**config.mk**
```make
export PLATFORM = sky130hd
export DESIGN_NAME = tdes_ctrl_flat
export DESIGN_NICKNAME = d
export VERILOG_FILES = /design/src/rtl/des_pkg.sv /design/src/rtl/tdes_ctrl_if.sv /design/src/rtl/des_shift_lut.sv /design/src/rtl/tdes_ctrl.sv /design/src/flat_wrapper.sv
export SDC_FILE = /design/constraint.sdc
export NUM_CORES = 1
export LEC_CHECK = 0
export ABC_AREA = 1
export BUFFER_PORTS_ARGS = -buffer_cell sky130_fd_sc_hd__buf_2
export CORE_MARGIN = 1
export CORE_UTILIZATION = 30
export CTS_BUF_LIST = sky130_fd_sc_hd__clkbuf_8
export CTS_CLUSTER_DIAMETER = 150
export DETAILED_ROUTE_END_ITERATION = 8
export PLACE_DENSITY = 0.59
export SLEW_MARGIN = 20
export SYNTH_ARGS = -nofsm -noshare
export SYNTH_HDL_FRONTEND = slang
export SYNTH_SLANG_ARGS = --single-unit
```
**constraint.sdc**
```tcl
create_clock -name clk -period 2.23 [get_ports clk]
set_input_delay 0.223 -clock clk [delete_from_list [all_inputs] [get_ports clk]]
set_output_delay 0.223 -clock clk [all_outputs]
set_load 0.01 [all_outputs]
```
**src/rtl/des_pkg.sv**
```systemverilog
`default_nettype none
// ============================================================================
//  Module      : des_pkg
//  Description : Shared types and constants for the Triple-DES control
//                sequencer: state encoding, key-schedule shift table and
//                the EDE pass-to-key/direction mapping.
//  Revision    : 1.0 - initial release
// ============================================================================
package des_pkg;

    localparam int ROUNDS_PER_PASS = 16;
    localparam int NUM_PASSES      = 3;

    typedef enum logic [2:0] {
        ST_IDLE  = 3'd0,
        ST_LOAD  = 3'd1,
        ST_ROUND = 3'd2,
        ST_FINAL = 3'd3,
        ST_DONE  = 3'd4
    } tdes_state_t;

    // Per-round left-rotate amounts of the DES key schedule, index = round.
    // Listed from round 15 down to round 0.
    localparam logic [15:0][1:0] LSHIFT = {
        2'd1, 2'd2, 2'd2, 2'd2, 2'd2, 2'd2, 2'd2, 2'd1,
        2'd2, 2'd2, 2'd2, 2'd2, 2'd2, 2'd2, 2'd1, 2'd1
    };

    // EDE pass mapping. Returns {key_sel[1:0], pass_dec}.
    // Encrypt: E/K1, D/K2, E/K3.  Decrypt: D/K3, E/K2, D/K1.
    function automatic logic [2:0] pass_map(input logic mode, input logic [1:0] pass_idx);
        logic [1:0] sel;
        logic       dec;
        if (mode) begin
            sel = pass_idx;
            dec = pass_idx[0];
        end else begin
            sel = 2'd2 - pass_idx;
            dec = ~pass_idx[0];
        end
        return {sel, dec};
    endfunction

endpackage
`default_nettype wire

```
**src/rtl/tdes_ctrl_if.sv**
```systemverilog
`default_nettype none
// ============================================================================
//  Module      : tdes_ctrl_if
//  Description : Host handshake and round-datapath control bundle of the
//                Triple-DES sequencer. The slave modport is the sequencer;
//                the master modport is the host/datapath side.
//  Revision    : 1.0 - initial release
// ============================================================================
interface tdes_ctrl_if;

    logic       start;
    logic       encrypt;
    logic       abort;
    logic       busy;
    logic       done;
    logic       load_data;
    logic       key_load;
    logic       round_en;
    logic       fp_en;
    logic [3:0] round_idx;
    logic [1:0] pass_idx;
    logic [1:0] key_sel;
    logic       pass_dec;
    logic [1:0] shift_amt;
    logic       shift_left;

    modport master (
        output start, encrypt, abort,
        input  busy, done, load_data, key_load, round_en, fp_en,
        input  round_idx, pass_idx, key_sel, pass_dec, shift_amt, shift_left
    );

    modport slave (
        input  start, encrypt, abort,
        output busy, done, load_data, key_load, round_en, fp_en,
        output round_idx, pass_idx, key_sel, pass_dec, shift_amt, shift_left
    );

endinterface
`default_nettype wire

```
**src/rtl/des_shift_lut.sv**
```systemverilog
`default_nettype none
// ============================================================================
//  Module      : des_shift_lut
//  Description : Key-register rotate amount for a round. Encrypt passes use
//                the schedule forwards; decrypt passes walk it backwards
//                with no rotation on round 0 (the loaded key is K16's).
//  Revision    : 1.0 - initial release
// ============================================================================
module des_shift_lut
    import des_pkg::*;
(
    input  logic [3:0] round_idx,
    input  logic       pass_dec,
    output logic [1:0] shift_amt
);

    logic [3:0] lut_idx;

    // Decrypt round r uses LSHIFT[16-r]; 4-bit wraparound of 0-r gives that.
    always_comb begin
        lut_idx   = pass_dec ? (4'd0 - round_idx) : round_idx;
        shift_amt = (pass_dec && (round_idx == 4'd0)) ? 2'd0 : LSHIFT[lut_idx];
    end

endmodule
`default_nettype wire

```
**src/rtl/tdes_ctrl.sv**
```systemverilog
`default_nettype none
// ============================================================================
//  Module      : tdes_ctrl
//  Description : Triple-DES control sequencer. Runs three 16-round DES
//                passes in EDE order and drives the round datapath and key
//                schedule controls. Every output is a flop loaded from the
//                decode of the next state, so outputs are glitch-free.
//  Revision    : 1.0 - initial release
// ============================================================================
module tdes_ctrl
    import des_pkg::*;
#(
    parameter int ROUNDS = ROUNDS_PER_PASS,
    parameter int PASSES = NUM_PASSES
) (
    input  logic        clk,
    input  logic        n_rst,
    tdes_ctrl_if.slave  bus
);

    localparam logic [3:0] LAST_ROUND = 4'(ROUNDS - 1);
    localparam logic [1:0] LAST_PASS  = 2'(PASSES - 1);

    tdes_state_t state_q, state_d;
    logic [3:0]  round_q, round_d;
    logic [1:0]  pass_q, pass_d;
    logic        mode_q, mode_d;

    logic        busy_q, busy_d;
    logic        done_q, done_d;
    logic        load_data_q, load_data_d;
    logic        key_load_q, key_load_d;
    logic        round_en_q, round_en_d;
    logic        fp_en_q, fp_en_d;
    logic [3:0]  round_idx_q, round_idx_d;
    logic [1:0]  pass_idx_q, pass_idx_d;
    logic [1:0]  key_sel_q, key_sel_d;
    logic        pass_dec_q, pass_dec_d;
    logic [1:0]  shift_amt_q, shift_amt_d;
    logic        shift_left_q, shift_left_d;

    logic [2:0]  map_next;
    logic [1:0]  lut_amt;

    // Next-state sequencing; abort overrides every transition once busy.
    always_comb begin
        state_d = state_q;
        round_d = round_q;
        pass_d  = pass_q;
        mode_d  = mode_q;
        case (state_q)
            ST_IDLE: begin
                if (bus.start) begin
                    state_d = ST_LOAD;
                    round_d = 4'd0;
                    pass_d  = 2'd0;
                    mode_d  = bus.encrypt;
                end
            end
            ST_LOAD: begin
                state_d = ST_ROUND;
                round_d = 4'd0;
            end
            ST_ROUND: begin
                if (round_q == LAST_ROUND) begin
                    state_d = ST_FINAL;
                    round_d = 4'd0;
                end else begin
                    round_d = round_q + 4'd1;
                end
            end
            ST_FINAL: begin
                if (pass_q == LAST_PASS) begin
                    state_d = ST_DONE;
                end else begin
                    state_d = ST_LOAD;
                    pass_d  = pass_q + 2'd1;
                end
            end
            ST_DONE: begin
                // The DONE cycle closes the block, so a start here chains
                // straight into the next one (55-cycle throughput).
                round_d = 4'd0;
                pass_d  = 2'd0;
                if (bus.start) begin
                    state_d = ST_LOAD;
                    mode_d  = bus.encrypt;
                end else begin
                    state_d = ST_IDLE;
                end
            end
            default: begin
                state_d = ST_IDLE;
                round_d = 4'd0;
                pass_d  = 2'd0;
            end
        endcase
        if ((state_q != ST_IDLE) && bus.abort) begin
            state_d = ST_IDLE;
            round_d = 4'd0;
            pass_d  = 2'd0;
        end
    end

    assign map_next = pass_map(mode_d, pass_d);

    des_shift_lut u_shift_lut (
        .round_idx (round_d),
        .pass_dec  (map_next[0]),
        .shift_amt (lut_amt)
    );

    // Output decode of the next state; pass controls are zero outside a pass.
    always_comb begin
        logic in_pass;
        in_pass      = (state_d == ST_LOAD) || (state_d == ST_ROUND) || (state_d == ST_FINAL);
        busy_d       = (state_d != ST_IDLE);
        done_d       = (state_d == ST_DONE);
        load_data_d  = (state_d == ST_LOAD);
        key_load_d   = (state_d == ST_LOAD);
        round_en_d   = (state_d == ST_ROUND);
        fp_en_d      = (state_d == ST_FINAL);
        round_idx_d  = (state_d == ST_ROUND) ? round_d : 4'd0;
        shift_amt_d  = (state_d == ST_ROUND) ? lut_amt : 2'd0;
        pass_idx_d   = in_pass ? pass_d : 2'd0;
        key_sel_d    = in_pass ? map_next[2:1] : 2'd0;
        pass_dec_d   = in_pass & map_next[0];
        shift_left_d = in_pass & ~map_next[0];
    end

    // State, counters, latched mode and registered outputs.
    always_ff @(posedge clk or negedge n_rst) begin
        if (!n_rst) begin
            state_q      <= ST_IDLE;
            round_q      <= 4'd0;
            pass_q       <= 2'd0;
            mode_q       <= 1'b1;
            busy_q       <= 1'b0;
            done_q       <= 1'b0;
            load_data_q  <= 1'b0;
            key_load_q   <= 1'b0;
            round_en_q   <= 1'b0;
            fp_en_q      <= 1'b0;
            round_idx_q  <= 4'd0;
            pass_idx_q   <= 2'd0;
            key_sel_q    <= 2'd0;
            pass_dec_q   <= 1'b0;
            shift_amt_q  <= 2'd0;
            shift_left_q <= 1'b0;
        end else begin
            state_q      <= state_d;
            round_q      <= round_d;
            pass_q       <= pass_d;
            mode_q       <= mode_d;
            busy_q       <= busy_d;
            done_q       <= done_d;
            load_data_q  <= load_data_d;
            key_load_q   <= key_load_d;
            round_en_q   <= round_en_d;
            fp_en_q      <= fp_en_d;
            round_idx_q  <= round_idx_d;
            pass_idx_q   <= pass_idx_d;
            key_sel_q    <= key_sel_d;
            pass_dec_q   <= pass_dec_d;
            shift_amt_q  <= shift_amt_d;
            shift_left_q <= shift_left_d;
        end
    end

    assign bus.busy       = busy_q;
    assign bus.done       = done_q;
    assign bus.load_data  = load_data_q;
    assign bus.key_load   = key_load_q;
    assign bus.round_en   = round_en_q;
    assign bus.fp_en      = fp_en_q;
    assign bus.round_idx  = round_idx_q;
    assign bus.pass_idx   = pass_idx_q;
    assign bus.key_sel    = key_sel_q;
    assign bus.pass_dec   = pass_dec_q;
    assign bus.shift_amt  = shift_amt_q;
    assign bus.shift_left = shift_left_q;

endmodule
`default_nettype wire

```
**src/flat_wrapper.sv**
```systemverilog
// flat-port wrapper written by rule: the top's interface ports become plain ports
module tdes_ctrl_flat import des_pkg::*;
#(
    parameter int ROUNDS = ROUNDS_PER_PASS,
    parameter int PASSES = NUM_PASSES
)
  (clk, n_rst, bus_start, bus_encrypt, bus_abort, bus_busy, bus_done, bus_load_data, bus_key_load, bus_round_en, bus_fp_en, bus_round_idx, bus_pass_idx, bus_key_sel, bus_pass_dec, bus_shift_amt, bus_shift_left);
  tdes_ctrl_if bus_i ();
  input  logic clk;
  input  logic n_rst;
  input wire logic [$bits(bus_i.start)-1:0] bus_start;
  input wire logic [$bits(bus_i.encrypt)-1:0] bus_encrypt;
  input wire logic [$bits(bus_i.abort)-1:0] bus_abort;
  output wire logic [$bits(bus_i.busy)-1:0] bus_busy;
  output wire logic [$bits(bus_i.done)-1:0] bus_done;
  output wire logic [$bits(bus_i.load_data)-1:0] bus_load_data;
  output wire logic [$bits(bus_i.key_load)-1:0] bus_key_load;
  output wire logic [$bits(bus_i.round_en)-1:0] bus_round_en;
  output wire logic [$bits(bus_i.fp_en)-1:0] bus_fp_en;
  output wire logic [$bits(bus_i.round_idx)-1:0] bus_round_idx;
  output wire logic [$bits(bus_i.pass_idx)-1:0] bus_pass_idx;
  output wire logic [$bits(bus_i.key_sel)-1:0] bus_key_sel;
  output wire logic [$bits(bus_i.pass_dec)-1:0] bus_pass_dec;
  output wire logic [$bits(bus_i.shift_amt)-1:0] bus_shift_amt;
  output wire logic [$bits(bus_i.shift_left)-1:0] bus_shift_left;
  assign bus_i.start = bus_start;
  assign bus_i.encrypt = bus_encrypt;
  assign bus_i.abort = bus_abort;
  assign bus_busy = bus_i.busy;
  assign bus_done = bus_i.done;
  assign bus_load_data = bus_i.load_data;
  assign bus_key_load = bus_i.key_load;
  assign bus_round_en = bus_i.round_en;
  assign bus_fp_en = bus_i.fp_en;
  assign bus_round_idx = bus_i.round_idx;
  assign bus_pass_idx = bus_i.pass_idx;
  assign bus_key_sel = bus_i.key_sel;
  assign bus_pass_dec = bus_i.pass_dec;
  assign bus_shift_amt = bus_i.shift_amt;
  assign bus_shift_left = bus_i.shift_left;
  tdes_ctrl #(.ROUNDS(ROUNDS), .PASSES(PASSES)) u_core (.clk(clk), .n_rst(n_rst), .bus(bus_i));
endmodule
```
==> results.cfg <==
[status]
run_status = complete, no violations

[run]
max_cap_viol_count = 0

[yosys]
synth-simple-area-share_pct = 35.10
synth.avg_cell_area_um2 = 8.751
synth_fa_ha_area_share_pct = 4.281
ys_ff_latch = 26
yosysWarnings = 0
syn_nets = 177
syn_area_um2 = 1461
yosysUniqueCellTypes = 28
synth_cells = 167
synthXorXnorAreaFrac_pct = 1.199
synth_top_family_by_area = simple AND/OR/NAND/NOR gates
synth_compound_area_share_pct = 4.795
synth_mux_area_share_pct = 0
synth_seq_area_share_pct = 44.61

[die]
die_w_um = 71.80
fp.dieH_um = 71.80
io-pin-count = 23
core_um2 = 4692
start_util_pct = 31.15
row_count = 25
dieArea_um2 = 5155

[placement]
io_buffers = 22
hpwl_mm = 2.127
postPlaceCellArea_um2 = 1613
place_congestion = 0.8296
dp_cells = 241

[timing]
hold_violations = 0
setup_viol = 0
worst_pin_slew_ns = 0.5822
fin_crit_ns = 2.077
slew_violations = 0
holdWs_ns = 0.2214
fin_skew_ns = 0.009447
final.period_utilization_pct = 93.14
slew_headroom_pct = 61.19
fmax_mhz = 481.5

[global_routing]
grt_pass1_vias = 1045
overflow = 0
antenna_found_initial = 0
grt_use_total_pct = 12.50
grt_max_degree = 27
grt_pass1_wl_mm = 4.933

[worst_setup_path]
crit_fanout = 5
worstPathArrival_ns = 2.24
cp_data_required_time_ns = 2.40
path_class = flip-flop to flip-flop
worstSetupEndpointType = flip-flop
start_kind = flip-flop

[power_and_ir_drop]
total_leakage_power_nw = 0.9661
powerDensity_nw_per_um2 = 1237
vdd_drop_max_mv = 0.3593

[layout]
nNetsFinal = 214
layout_commonest_cell = nand2_1
antennaDiodeCount = 0
final_cell_mix = 24 x nand2_1, 23 x dfrtp_1, 22 x inv_1, 22 x buf_2, 21 x nand3_1
fin_area_um2 = 1805
fillers = 485
post-route-util_pct = 38.48
fin_cells = 257
area_growth_pct = 23.54
drive_above_1_share_pct = 33.99

[clocking]
clockBufferDepth = 2
clk_latency_ns = 0.27
cts.sinks = 26
cts.clk_slew.worst_paths_ns = 0.10
ctsRootBufferMaster = clkbuf_8
cts_tree = built
htree_levels = 1
cts_inserted_buffers = 3

[route]
ant_nets = 0
dr_total_vias = 1161
vias_per_cell = 4.518
totalWireLength_mm = 3.077
wl_per_cell_um = 11.97
dr.pass1.iters = 4
drc = 0
drt_iter0_markers = 90

[worst_hold_path]
hp-class = input pin to flip-flop
timing repair:
item                       CTS  global route
hold buffers                 1             0
hold endpoints to repair    25             0
resized for setup            0             5
setup endpoints to repair    0             2
buffers inserted             0            11
worst paths after layout:
kind	start	to	slack, ns	depth (start not counted)
worst max-delay path	u_core.state_q[0]$_DFF_PN0_	u_core.bus.shift_amt[1]$_DFF_PN0_	0.15	14
worst min-delay path	bus_encrypt	u_core.mode_q$_DFF_PN1_	0.22	3
worst max register to register	u_core.state_q[0]$_DFF_PN0_	u_core.bus.shift_amt[1]$_DFF_PN0_	0.15	14
worst min register to register	u_core.mode_q$_DFF_PN1_	u_core.mode_q$_DFF_PN1_	0.52	2
max in group asynchronous	n_rst	u_core.state_q[1]$_DFF_PN0_	1.34	2
min in group asynchronous	n_rst	u_core.bus.done$_DFF_PN0_	0.47	2
layout make-up:
type,instances,area (µm²),share of cell area [%]
multi-input combinational,110,674.4,37.35
sequential,26,654.4,36.24
timing repair buffer,37,237.7,13.17
inverter,26,100.1,5.544
tap,54,67.56,3.742
clock buffer,3,41.29,2.287
clock inverter,1,30.03,1.663
cells in the mapped netlist:
master | instances | area share, %
nand3b_1 | 1 | 0.51
nand2_2 | 6 | 2.6
nor2_8 | 1 | 1.4
nand4_1 | 5 | 2.1
o211ai_1 | 1 | 0.51
inv_2 | 4 | 1.0
nor2_1 | 20 | 5.1
dfstp_2 | 1 | 1.8
nand2_8 | 1 | 1.4
nor2_2 | 2 | 0.86
buf_6 | 3 | 2.3
inv_1 | 22 | 5.7
a31oi_1 | 1 | 0.43
o21ai_0 | 4 | 1.4
ha_1 | 5 | 4.3
nand3_4 | 1 | 1.2
nand2_4 | 5 | 3.9
o21ai_1 | 1 | 0.34
buf_4 | 2 | 1.0
a21oi_2 | 1 | 0.60
dfrtp_1 | 25 | 43
xnor2_1 | 1 | 0.60
a21oi_1 | 3 | 1.0
nand3_1 | 21 | 7.2
nand2_1 | 24 | 6.2
o21a_1 | 1 | 0.51
nand3_2 | 4 | 2.7
xor2_1 | 1 | 0.60
logic make-up (layout without fill, tap and decap cells):
kind of cell             after synthesis  count (layout)
adder cells (fa/ha/maj)                5               5
AND/OR/NAND/NOR                       91              91
flip-flops                            26              26
AO/OA/AOI/OAI                         12              12
buffers and inverters                 31              67
XOR/XNOR                               2               2
critical path, cell delays in order, from the launching register on:
cell and delay, ns:
dfrtp_2 0.48, buf_4 0.18, inv_1 0.09, nor2_1 0.04, nor2_1 0.21, nand3_4 0.14, ha_1 0.23, inv_1 0.07
nand2_1 0.05, nand2_1 0.05, nand2_1 0.08, nand2_2 0.09, nand3_1 0.08, a21oi_2 0.13, nor2_1 0.05
sequential cells by signal, indices dropped and copies added (netlist names):
signal                 count
u_core.bus.busy            1
u_core.bus.done            1
u_core.bus.fp_en           1
u_core.bus.key_sel         1
u_core.bus.load_data       1
u_core.bus.pass_dec        1
u_core.bus.pass_idx        2
u_core.bus.round_en        1
u_core.bus.round_idx       4
u_core.bus.shift_amt       2
u_core.bus.shift_left      1
u_core.mode_q              1
u_core.pass_q              2
u_core.round_q             4
u_core.state_q             3
report_power, final:
group          switching, W  internal, W
Clock              0.000151     0.000240
Sequential        0.0000787     0.000590
Combinational      0.000711     0.000462
per-stage QoR:
step	worst slack, ns	TNS [ns]	total power, W
6_report	0.1529	0	0.002233
5_1_grt	-0.01054	-0.01054	0.002424
4_1_cts	0.01090	0	0.002113
3_5_place_dp	0.09738	0	0.001703
3_3_place_gp	0.1081	0	0.001696
2_1_floorplan	0.3931	0	0.001482
layer usage:
layer | wire, µm | GRT usage, % | up-vias
li1 | - | - | 599
met1 | 1492 | 17.35 | 541
met2 | 1461 | 19.50 | 17
met3 | 89 | 2.250 | 4
met4 | 34 | 4.575 | 0
met5 | 0 | 0 | -
(Power assumes the default switching activity.)
